===== config.mk =====
export PLATFORM = sky130hd
export DESIGN_NAME = bus_arbiter_rr_flat
export DESIGN_NICKNAME = d
export VERILOG_FILES = /design/src/rtl/bus_arbiter_rr_if.sv /design/src/rtl/bus_arbiter_rr.sv /design/src/flat_wrapper.sv
export SDC_FILE = /design/constraint.sdc
export NUM_CORES = 1
export LEC_CHECK = 0
export ABC_AREA = 1
export ABC_CLOCK_PERIOD_IN_PS = 2300
export CAP_MARGIN = 20
export CORE_MARGIN = 2
export CORE_UTILIZATION = 32
export CTS_CLUSTER_DIAMETER = 60
export DETAILED_ROUTE_END_ITERATION = 6
export PLACE_DENSITY = 0.58
export SLEW_MARGIN = 10
export SYNTH_ARGS = -nofsm -noshare
export SYNTH_HDL_FRONTEND = slang
export SYNTH_SLANG_ARGS = --single-unit

===== constraint.sdc =====
create_clock -name clk -period 2.3 [get_ports clk]
set_clock_uncertainty 0.15 [all_clocks]
set_input_delay 0.46 -clock clk [delete_from_list [all_inputs] [get_ports clk]]
set_output_delay 0.46 -clock clk [all_outputs]
set_load 0.1 [all_outputs]

===== src/rtl/bus_arbiter_rr_if.sv =====
// Bus-arbitration signal bundle: requests in, grants/enables/status out.
interface bus_arbiter_rr_if #(
  parameter int unsigned N_REQ = 4
);
  localparam int unsigned OW = (N_REQ > 1) ? $clog2(N_REQ) : 1;

  logic [N_REQ-1:0] req;
  logic [N_REQ-1:0] gnt;
  logic [N_REQ-1:0] oe_n;
  logic             busy;
  logic [OW-1:0]    owner;

  // Arbiter side
  modport master (input req, output gnt, oe_n, busy, owner);
  // Requester / bus-driver side
  modport slave (output req, input gnt, oe_n, busy, owner);
endinterface


===== src/rtl/bus_arbiter_rr.sv =====
// Round-robin arbiter for a shared tristated data bus with a dead
// turnaround cycle between owners and optional hold-time preemption.
module bus_arbiter_rr #(
  parameter int unsigned N_REQ    = 4,
  parameter int unsigned MAX_HOLD = 8
) (
  input  logic                clk,
  input  logic                rst,
  bus_arbiter_rr_if.master    bus
);
  localparam int unsigned OW = (N_REQ > 1) ? $clog2(N_REQ) : 1;
  localparam int unsigned HW = (MAX_HOLD < 1) ? 1 : $clog2(MAX_HOLD + 1);

  typedef enum logic [1:0] {
    IDLE  = 2'd0,
    GRANT = 2'd1,
    TURN  = 2'd2
  } state_t;

  state_t            state_q, state_d;
  logic [N_REQ-1:0]  gnt_q, gnt_d;
  logic [OW-1:0]     owner_q, owner_d;
  logic [OW-1:0]     last_q, last_d;
  logic [HW-1:0]     hold_q, hold_d;

  logic              any_req;
  logic [OW-1:0]     win;
  logic              others;
  logic              hold_full;

  // Winner search: first requester after the last grantee, wrapping around
  always_comb begin
    any_req = 1'b0;
    win     = '0;
    for (int unsigned i = 1; i <= N_REQ; i++) begin
      int unsigned idx;
      idx = (32'(last_q) + i) % N_REQ;
      if (!any_req && bus.req[OW'(idx)]) begin
        any_req = 1'b1;
        win     = OW'(idx);
      end
    end
  end

  // Preemption qualifiers: someone else waiting, and owner at its hold limit
  always_comb begin
    others    = |(bus.req & ~gnt_q);
    hold_full = (MAX_HOLD != 0) && (hold_q == HW'(MAX_HOLD));
  end

  // Next-state and next-output logic
  always_comb begin
    state_d = state_q;
    gnt_d   = gnt_q;
    owner_d = owner_q;
    last_d  = last_q;
    hold_d  = hold_q;

    case (state_q)
      IDLE, TURN: begin
        gnt_d = '0;
        if (any_req) begin
          state_d    = GRANT;
          gnt_d[win] = 1'b1;
          owner_d    = win;
          last_d     = win;
          hold_d     = HW'(1);
        end else begin
          state_d = IDLE;
        end
      end
      GRANT: begin
        if (!bus.req[owner_q] || (hold_full && others)) begin
          state_d = TURN;
          gnt_d   = '0;
        end else if ((MAX_HOLD != 0) && !hold_full) begin
          hold_d = hold_q + HW'(1);
        end
      end
      default: begin
        state_d = IDLE;
        gnt_d   = '0;
      end
    endcase
  end

  // State and registered outputs; oe_n/busy are derived from the next grant
  always_ff @(posedge clk or posedge rst) begin
    if (rst) begin
      state_q   <= IDLE;
      gnt_q     <= '0;
      owner_q   <= '0;
      last_q    <= OW'(N_REQ - 1);
      hold_q    <= '0;
      bus.gnt   <= '0;
      bus.oe_n  <= '1;
      bus.busy  <= 1'b0;
      bus.owner <= '0;
    end else begin
      state_q   <= state_d;
      gnt_q     <= gnt_d;
      owner_q   <= owner_d;
      last_q    <= last_d;
      hold_q    <= hold_d;
      bus.gnt   <= gnt_d;
      bus.oe_n  <= ~gnt_d;
      bus.busy  <= |gnt_d;
      bus.owner <= owner_d;
    end
  end
endmodule


===== src/flat_wrapper.sv =====
// flat-port wrapper written by rule: the top's interface ports become plain ports
module bus_arbiter_rr_flat 
#(
  parameter int unsigned N_REQ    = 4,
  parameter int unsigned MAX_HOLD = 8
)
  (clk, rst, bus_req, bus_gnt, bus_oe_n, bus_busy, bus_owner);
  bus_arbiter_rr_if #(.N_REQ(N_REQ)) bus_i ();
  input  logic clk;
  input  logic rst;
  input wire logic [$bits(bus_i.req)-1:0] bus_req;
  output wire logic [$bits(bus_i.gnt)-1:0] bus_gnt;
  output wire logic [$bits(bus_i.oe_n)-1:0] bus_oe_n;
  output wire logic [$bits(bus_i.busy)-1:0] bus_busy;
  output wire logic [$bits(bus_i.owner)-1:0] bus_owner;
  assign bus_i.req = bus_req;
  assign bus_gnt = bus_i.gnt;
  assign bus_oe_n = bus_i.oe_n;
  assign bus_busy = bus_i.busy;
  assign bus_owner = bus_i.owner;
  bus_arbiter_rr #(.N_REQ(N_REQ), .MAX_HOLD(MAX_HOLD)) u_core (.clk(clk), .rst(rst), .bus(bus_i));
endmodule

==> results of run 1 <==
==> final timing paths <==
path                                        to              from  depth (start not counted)  slack [ns]
min                           u_core.hold_q[0]  u_core.hold_q[0]                          2        0.40
min in group asynchronous     u_core.hold_q[3]               rst                          2        0.47
min reg2reg                   u_core.hold_q[0]  u_core.hold_q[0]                          2        0.40
max in group asynchronous  u_core.bus.owner[0]               rst                          2        1.09
max                            u_core.bus.busy        bus_req[1]                         14        0.23
max reg2reg                    u_core.bus.busy  u_core.last_q[0]                         13        0.24
==> cell families (layout without fill, tap and decap cells) <==
logic type	Yosys count	in the layout	share of synthesized area, %
buffers and inverters	27	52	10.6
XOR/XNOR	2	2	1.40
AO/OA/AOI/OAI	16	16	8.33
flip-flops	19	19	38.7
AND/OR/NAND/NOR	92	92	38.9
adder cells (fa/ha/maj)	2	2	2.01
==> registers in the layout (all words and copies together), names as in the netlist <==
name              flops
u_core.bus.busy       1
u_core.bus.gnt        4
u_core.bus.oe_n       4
u_core.bus.owner      2
u_core.hold_q         4
u_core.last_q         2
u_core.state_q        2
==> layout by cell type, fill, tap and decap left out, types with 2 or more instances in the layout <==
cell              n
buf_4            17
xor2_1            2
o21ai_0           7
nand3_2           2
inv_2             3
inv_1            21
clkbuf_8          3
nor2_1           10
nand3_1          15
dfstp_2           6
dlymetal6s2s_1    2
dfrtp_1          13
clkdlybuf4s50_1   3
o21ai_2           2
a21oi_1           2
nand2_4           5
nand2_2          10
ha_1              2
nand4_1           5
o22ai_1           2
nand2_1          41
==> critical path, cell delays in order <==
cell and delay [ns]:
clkdlybuf4s50_1 0.52, nand2_1 0.08, nand2_2 0.10, inv_1 0.06, nand2_1 0.06, nand2_2 0.11, inv_1 0.09, nand2_1 0.05
nand3b_1 0.08, nand2_1 0.10, nand3_1 0.09, nand2_1 0.09, nor2_2 0.11, nand2_1 0.05
==> through the flow <==
step / hold WS, ns / setup slack, ns / setup TNS [ns]
global placement: 0.371 / -0.0535 / -0.0824
CTS: 0.402 / 0.165 / 0
finish: 0.395 / 0.234 / 0
floorplan: 0.257 / 0.0638 / 0
global route: 0.442 / 0.00642 / 0
detailed placement: 0.382 / -0.108 / -0.176
==> layer usage <==
layer  GRT usage, %  share of wire, %  wire, um
met3           1.87               2.6        69
met5              0                 0         0
met2           22.4                48      1280
met1           17.8                47      1250
met4           6.63               1.8        48
==> timing repair <==
action	CTS	global route
gates resized for setup	0	5
setup buffers	0	2
endpoints found under the setup margin	0	1
==> area by class of cell <==
cell class / instances / area (um^2) / area share (%)
well taps: 48 / 60.1 / 3.96
inverters: 25 / 101 / 6.69
flip-flops and latches: 19 / 483 / 31.9
multi-input cells: 112 / 637 / 42.0
clock inverters: 1 / 5.00 / 0.330
clock buffers: 3 / 41.3 / 2.73
repair buffers: 23 / 188 / 12.4
==> results.sh, run 1 <==
export IMPL_status="finished, final reports clean"
export IMPL_fp_dieW_um=66.4
export IMPL_antenna_found_initial=0
export IMPL_ys_ff_latch=19
export IMPL_instances_no_fill=231
export IMPL_arrival_ns=2.07
export IMPL_post_dp_cell_area_mm2=0.00145
export IMPL_synthCells=158
export IMPL_cts_sinks=19
export IMPL_period_share_pct=89.8
export IMPL_critPathKind="in2reg"
export IMPL_synth_area_leaders="dfrtp_1, dfstp_2, nand2_1"
export IMPL_async_flop_share_pct=100
export IMPL_grt_usage_pct=13.8
export IMPL_rsz0062_at_grt="false"
export IMPL_post_synth_top_count_cell="nand2_1"
export IMPL_synth_top_area_share_pct=26.1
export IMPL_clk_pin_slew_worst_paths_ns=0.07
export IMPL_grt_max_degree=20
export IMPL_postSynthAreaPerCell_um2=7.90
export IMPL_dp_hpwl_mm=2.05
export IMPL_worst_pin_slew_ns=0.707
export IMPL_required_ns=2.30
export IMPL_final_layout_size_suffix_gt1_share_pct=30.1
export IMPL_final_cell_area_mm2=0.00152
export IMPL_vias=1070
export IMPL_hold_viol=0
export IMPL_synth_warning_count=0
export IMPL_fmax_ghz=0.484
export IMPL_syn_to_final_growth_pct=21.5
export IMPL_synth_flop_cell="dfrtp_1"
export IMPL_cts_made_buffers=3
export IMPL_critPathMaxFanout=5
export IMPL_tritoncts="yes"
export IMPL_drt_iter0_markers=80
export IMPL_grt_ovfl_total=0
export IMPL_wl_per_cell_um=11.5
export IMPL_end_kind="flip-flop"
export IMPL_clock_latency_ns=0.25
export IMPL_n_antenna_cell=0
export IMPL_netlist_top_cells_count="nand2_1, inv_1, nand3_1"
export IMPL_nFillCells=379
export IMPL_die_area_mm2=0.00441
export IMPL_syn_area_mm2=0.00125
export IMPL_via_per_inst=4.63
export IMPL_initial_utilization_pct=33.6
export IMPL_yosysSeqAreaShare_pct=38.7
export IMPL_fp_row_count=22
export IMPL_clock_path_buffers=2
export IMPL_numPortBuffers=16
export IMPL_cts_hold_buf=0
export IMPL_drc=0
export IMPL_synth_cell_types=26
export IMPL_core_area_mm2=0.00372
export IMPL_place_gp_congestion=0.776
export IMPL_die_h_um=66.4
export IMPL_grt_pass1_vias=1063
export IMPL_ios=17
export IMPL_cap_violations=0
export IMPL_synth_edff_count=0
export IMPL_h_tree_depth=1
export IMPL_fin_nets=192
export IMPL_holdCritPathClass="reg2reg"
export IMPL_slew_viol_final=0
export IMPL_cts_root_buf="clkbuf_8"
export IMPL_finalSetupViolCount=0
export IMPL_drtAntennaViolNets=0
export IMPL_postLayoutCoreUtil_pct=40.8
export IMPL_relSlewSlack_pct=52.8
export IMPL_worstSetupStartpointType="input pin"
export IMPL_yosys_area_top_type="dfrtp_1"
export IMPL_firstDrtPassIters=4
export IMPL_grt_pass1_wl_mm=4.66
export IMPL_finalWorstPathRequiredPeriod_ns=2.07
export IMPL_wirelength_mm=2.65
export IMPL_syn_nets=166
export IMPL_dp_cells=225
Power of run 1 is left out: the tool's default activity adds up to more than one toggle a clock period on the data nets, which glitch-free logic cannot reach.
==> run 2, diff against run 1 <==
--- a/config.mk
+++ b/config.mk
@@ -17,3 +17,4 @@
 export SYNTH_ARGS = -nofsm -noshare
 export SYNTH_HDL_FRONTEND = slang
 export SYNTH_SLANG_ARGS = --single-unit
+export TNS_END_PERCENT = 5
==> results of run 2 <==
Final layout, timing and power as in run 1 (identical DEF).
Power of run 2 is left out for the same reason.
==> run 3, diff against run 2 <==
--- a/config.mk
+++ b/config.mk
@@ -6,7 +6,6 @@
 export NUM_CORES = 1
 export LEC_CHECK = 0
 export ABC_AREA = 1
-export ABC_CLOCK_PERIOD_IN_PS = 2300
 export CAP_MARGIN = 20
 export CORE_MARGIN = 2
 export CORE_UTILIZATION = 32
==> results of run 3 <==
Final layout, timing and power as in run 1 (identical DEF).
Power of run 3 is left out for the same reason.
==> edit: new RTL, flow settings as in run 3 <==
`hold_q` no longer has a reset.
--- a/src/rtl/bus_arbiter_rr.sv
+++ b/src/rtl/bus_arbiter_rr.sv
@@ -93,3 +93,2 @@
       last_q    <= OW'(N_REQ - 1);
-      hold_q    <= '0;
       bus.gnt   <= '0;
@@ -103,3 +102,2 @@
       last_q    <= last_d;
-      hold_q    <= hold_d;
       bus.gnt   <= gnt_d;
@@ -110,2 +108,6 @@
   end
+
+  always_ff @(posedge clk) begin
+    hold_q <= hold_d;
+  end
 endmodule
Behaviour: no difference found for any inputs over 10 cycles, from zero or initial values and one cycle with rst high; that may be too few to reach the edited logic, so the function may still have changed.
==> edit against run 3 <==
Sequential cell count is the same; synthesized area shrank 12%; setup slack gained 0.043 ns; worst hold slack lost 0.029 ns; cell area shrank 12%; fmax grew 2.1%; first-iteration DRC count shrank 73%; routed wire length shrank 20%; critical endpoint unchanged; highest routed layer unchanged.
Power is not shown: default switching activity piles up to over one toggle a cycle in this logic, so the estimate is an artifact.
==> edit: results (changes against run 3) <==
* Type of the worst setup path: flop to flop
* Fill cell instance count of the final layout at 349 (-7.9%)
* Via count of the first global-routing pass at 889 (-16%)
* Placer Congestion at 0.8886 (+15%)
* Count of input and output buffers at 16 (unchanged)
* Synthesized Nets at 147 (-11%)
* Iter 0 DRT Violations at 22 (-73%)
* Number of iterations in the first detailed-routing pass at 4 (unchanged)
* Launch point of the worst reg-to-reg path: u_core.last_q[0]
* Worst endpoint data arrival time at ~2 ns
* Maximum count of clock buffers along a single path at 2 (unchanged)
* CP max FO at 9 (+4)
* H-tree levels at 1 (unchanged)
* Run status: completed
* Path type of the worst min-delay path: input port to asynchronous set/reset pin
* Max transition margin at 0.6307 (+0.1026)
* Number of clock buffers inserted by TritonCTS at 3 (unchanged)
* DR vias/cell at 4.354 (-6.0%)
* Clock slew at the register clock pins of the worst setup and hold paths at 0.10 ns (+0.03 ns)
* Reg2Reg Setup Slack at 0.28 ns (+0.04 ns)
* Share of flip-flops with an asynchronous set or reset at 0.7895 (-0.2105)
* First-pass GRT wire length at 3919 µm (-16%)
* Longest individual stage delay on the worst path at 0.65 ns (+0.13 ns)
* Share of final-layout standard cells stronger than drive strength 1 at 0.3125 (+0.01195)
* Cell types occupying the most area after synthesis: sky130_fd_sc_hd__dfrtp_1 20%, sky130_fd_sc_hd__dfstp_2 14%, sky130_fd_sc_hd__nand2_1 12%, sky130_fd_sc_hd__edfxtp_1 11%, sky130_fd_sc_hd__inv_1 6.8%
* Capturing instance or port of the critical path: u_core.bus.busy
* Hpwl dp at 1749 µm (-15%)
* Worst reg2reg endpoint: u_core.bus.busy
* Largest registers ranked by flip-flop count: u_core.bus.gnt (4), u_core.bus.oe_n (4), u_core.hold_q (4)
* Number of resized instances in the post-cts repair step at 0 (unchanged)
* Cell type of the slowest stage on the worst timing path: sky130_fd_sc_hd__dfstp_2
* Master cell of the clock root buffer: sky130_fd_sc_hd__clkbuf_4
* WL per Instance at 10.23 µm (-11%)
* Total Routing Usage GR at 0.1240 (-0.01351)
* Worst reg-to-reg path cell count at 10 (-3)
* Post-layout net count at 169 (-12%)
* Kind of cell with the highest combined delay on the critical path: simple AND/OR/NAND/NOR gates
* Remaining antenna violation count after routing at 0 (unchanged)
* Sequential cell area fraction in the yosys report at 0.4573 (+0.07018)
* Postcts setup bufs at 0 (unchanged)
* Number of synthesis warnings at 0 (unchanged)
* Most frequent cells after synthesis: 35 x sky130_fd_sc_hd__nand2_1, 20 x sky130_fd_sc_hd__inv_1, 11 x sky130_fd_sc_hd__nor2_1
* Diodes inserted at 0 (unchanged)
* Source-to-sink clock delay at the later pin of the worst-skew pair at 0.28 ns (+0.03 ns)
* Antenna violations before repair at 0 (unchanged)
* Number of different library cells in the post-synthesis netlist at 23 (-12%)
* EDFF count, synth at 4 (+4)
* Maximum number of pins on one net before global-route repair at 16 (-20%)
edit: cell types whose count changed in the layout (fill, tap and decap cells not counted), moves of 3 or more:
cell	run 3	this run
sky130_fd_sc_hd__nand4_1	5	1
sky130_fd_sc_hd__a21oi_1	2	6
sky130_fd_sc_hd__nand2_1	41	35
sky130_fd_sc_hd__clkbuf_8	3	0
sky130_fd_sc_hd__nand2_4	5	2
sky130_fd_sc_hd__nand3_1	15	9
sky130_fd_sc_hd__buf_4	17	13
sky130_fd_sc_hd__edfxtp_1	0	4
sky130_fd_sc_hd__clkbuf_4	0	3
sky130_fd_sc_hd__dfrtp_2	0	5
sky130_fd_sc_hd__dfrtp_1	13	4
edit: cell families (layout without fill, tap and decap cells):
family,count (synthesis),after routing,synth area share
xor+xnor,1,1,0.007965
simple gates,75,75,0.3333
fa+ha+maj,2,2,0.02275
compound gates,17,17,0.08191
buf+inv,25,46,0.09670
flops,19,19,0.4573
edit: layout make-up:
cell class | count | area [µm²] | share of cell area
clock buffers | 3 | 22.52 | 0.01697
clock inverters | 1 | 5.005 | 0.003770
inverters | 24 | 95.09 | 0.07163
multi-input cells | 95 | 490.5 | 0.3695
flip-flops and latches | 19 | 509.2 | 0.3836
well taps | 46 | 57.56 | 0.04336
repair buffers | 18 | 147.6 | 0.1112
edit: stage by stage:
stage | setup slack (ns) | instances | cell area, µm² | hold slack (ns)
2_1_floorplan | 0.08750 | 139 | 1106 | 0.2068
3_3_place_gp | -0.03160 | 202 | 1300 | 0.3899
3_5_place_dp | -0.02280 | 202 | 1300 | 0.3970
4_1_cts | 0.2455 | 206 | 1328 | 0.3779
5_1_grt | 0.1194 | 206 | 1328 | 0.4338
6_report | 0.2769 | 206 | 1328 | 0.3661
edit: worst min-delay path by stage:
| stage | endpoint | slack (ns) | cells past startpoint |
|---|---|---|---|
| after floorplan | u_core.bus.busy | 0.21 | 1 |
| after global placement | u_core.hold_q[0] | 0.39 | 2 |
| after detailed placement | u_core.hold_q[0] | 0.40 | 2 |
| after CTS | u_core.bus.busy | 0.38 | 2 |
| after global routing | u_core.bus.busy | 0.43 | 2 |
| final | u_core.bus.busy | 0.37 | 2 |
edit: metal layers:
metal / global-route usage / vias up / share of wire
li1: - / 478 / -
met1: 0.1602 / 405 / 0.46
met2: 0.2164 / 12 / 0.50
met3: 0.01261 / 2 / 0.031
met4: 0.04167 / 0 / 0.0085
met5: 0 / - / 0
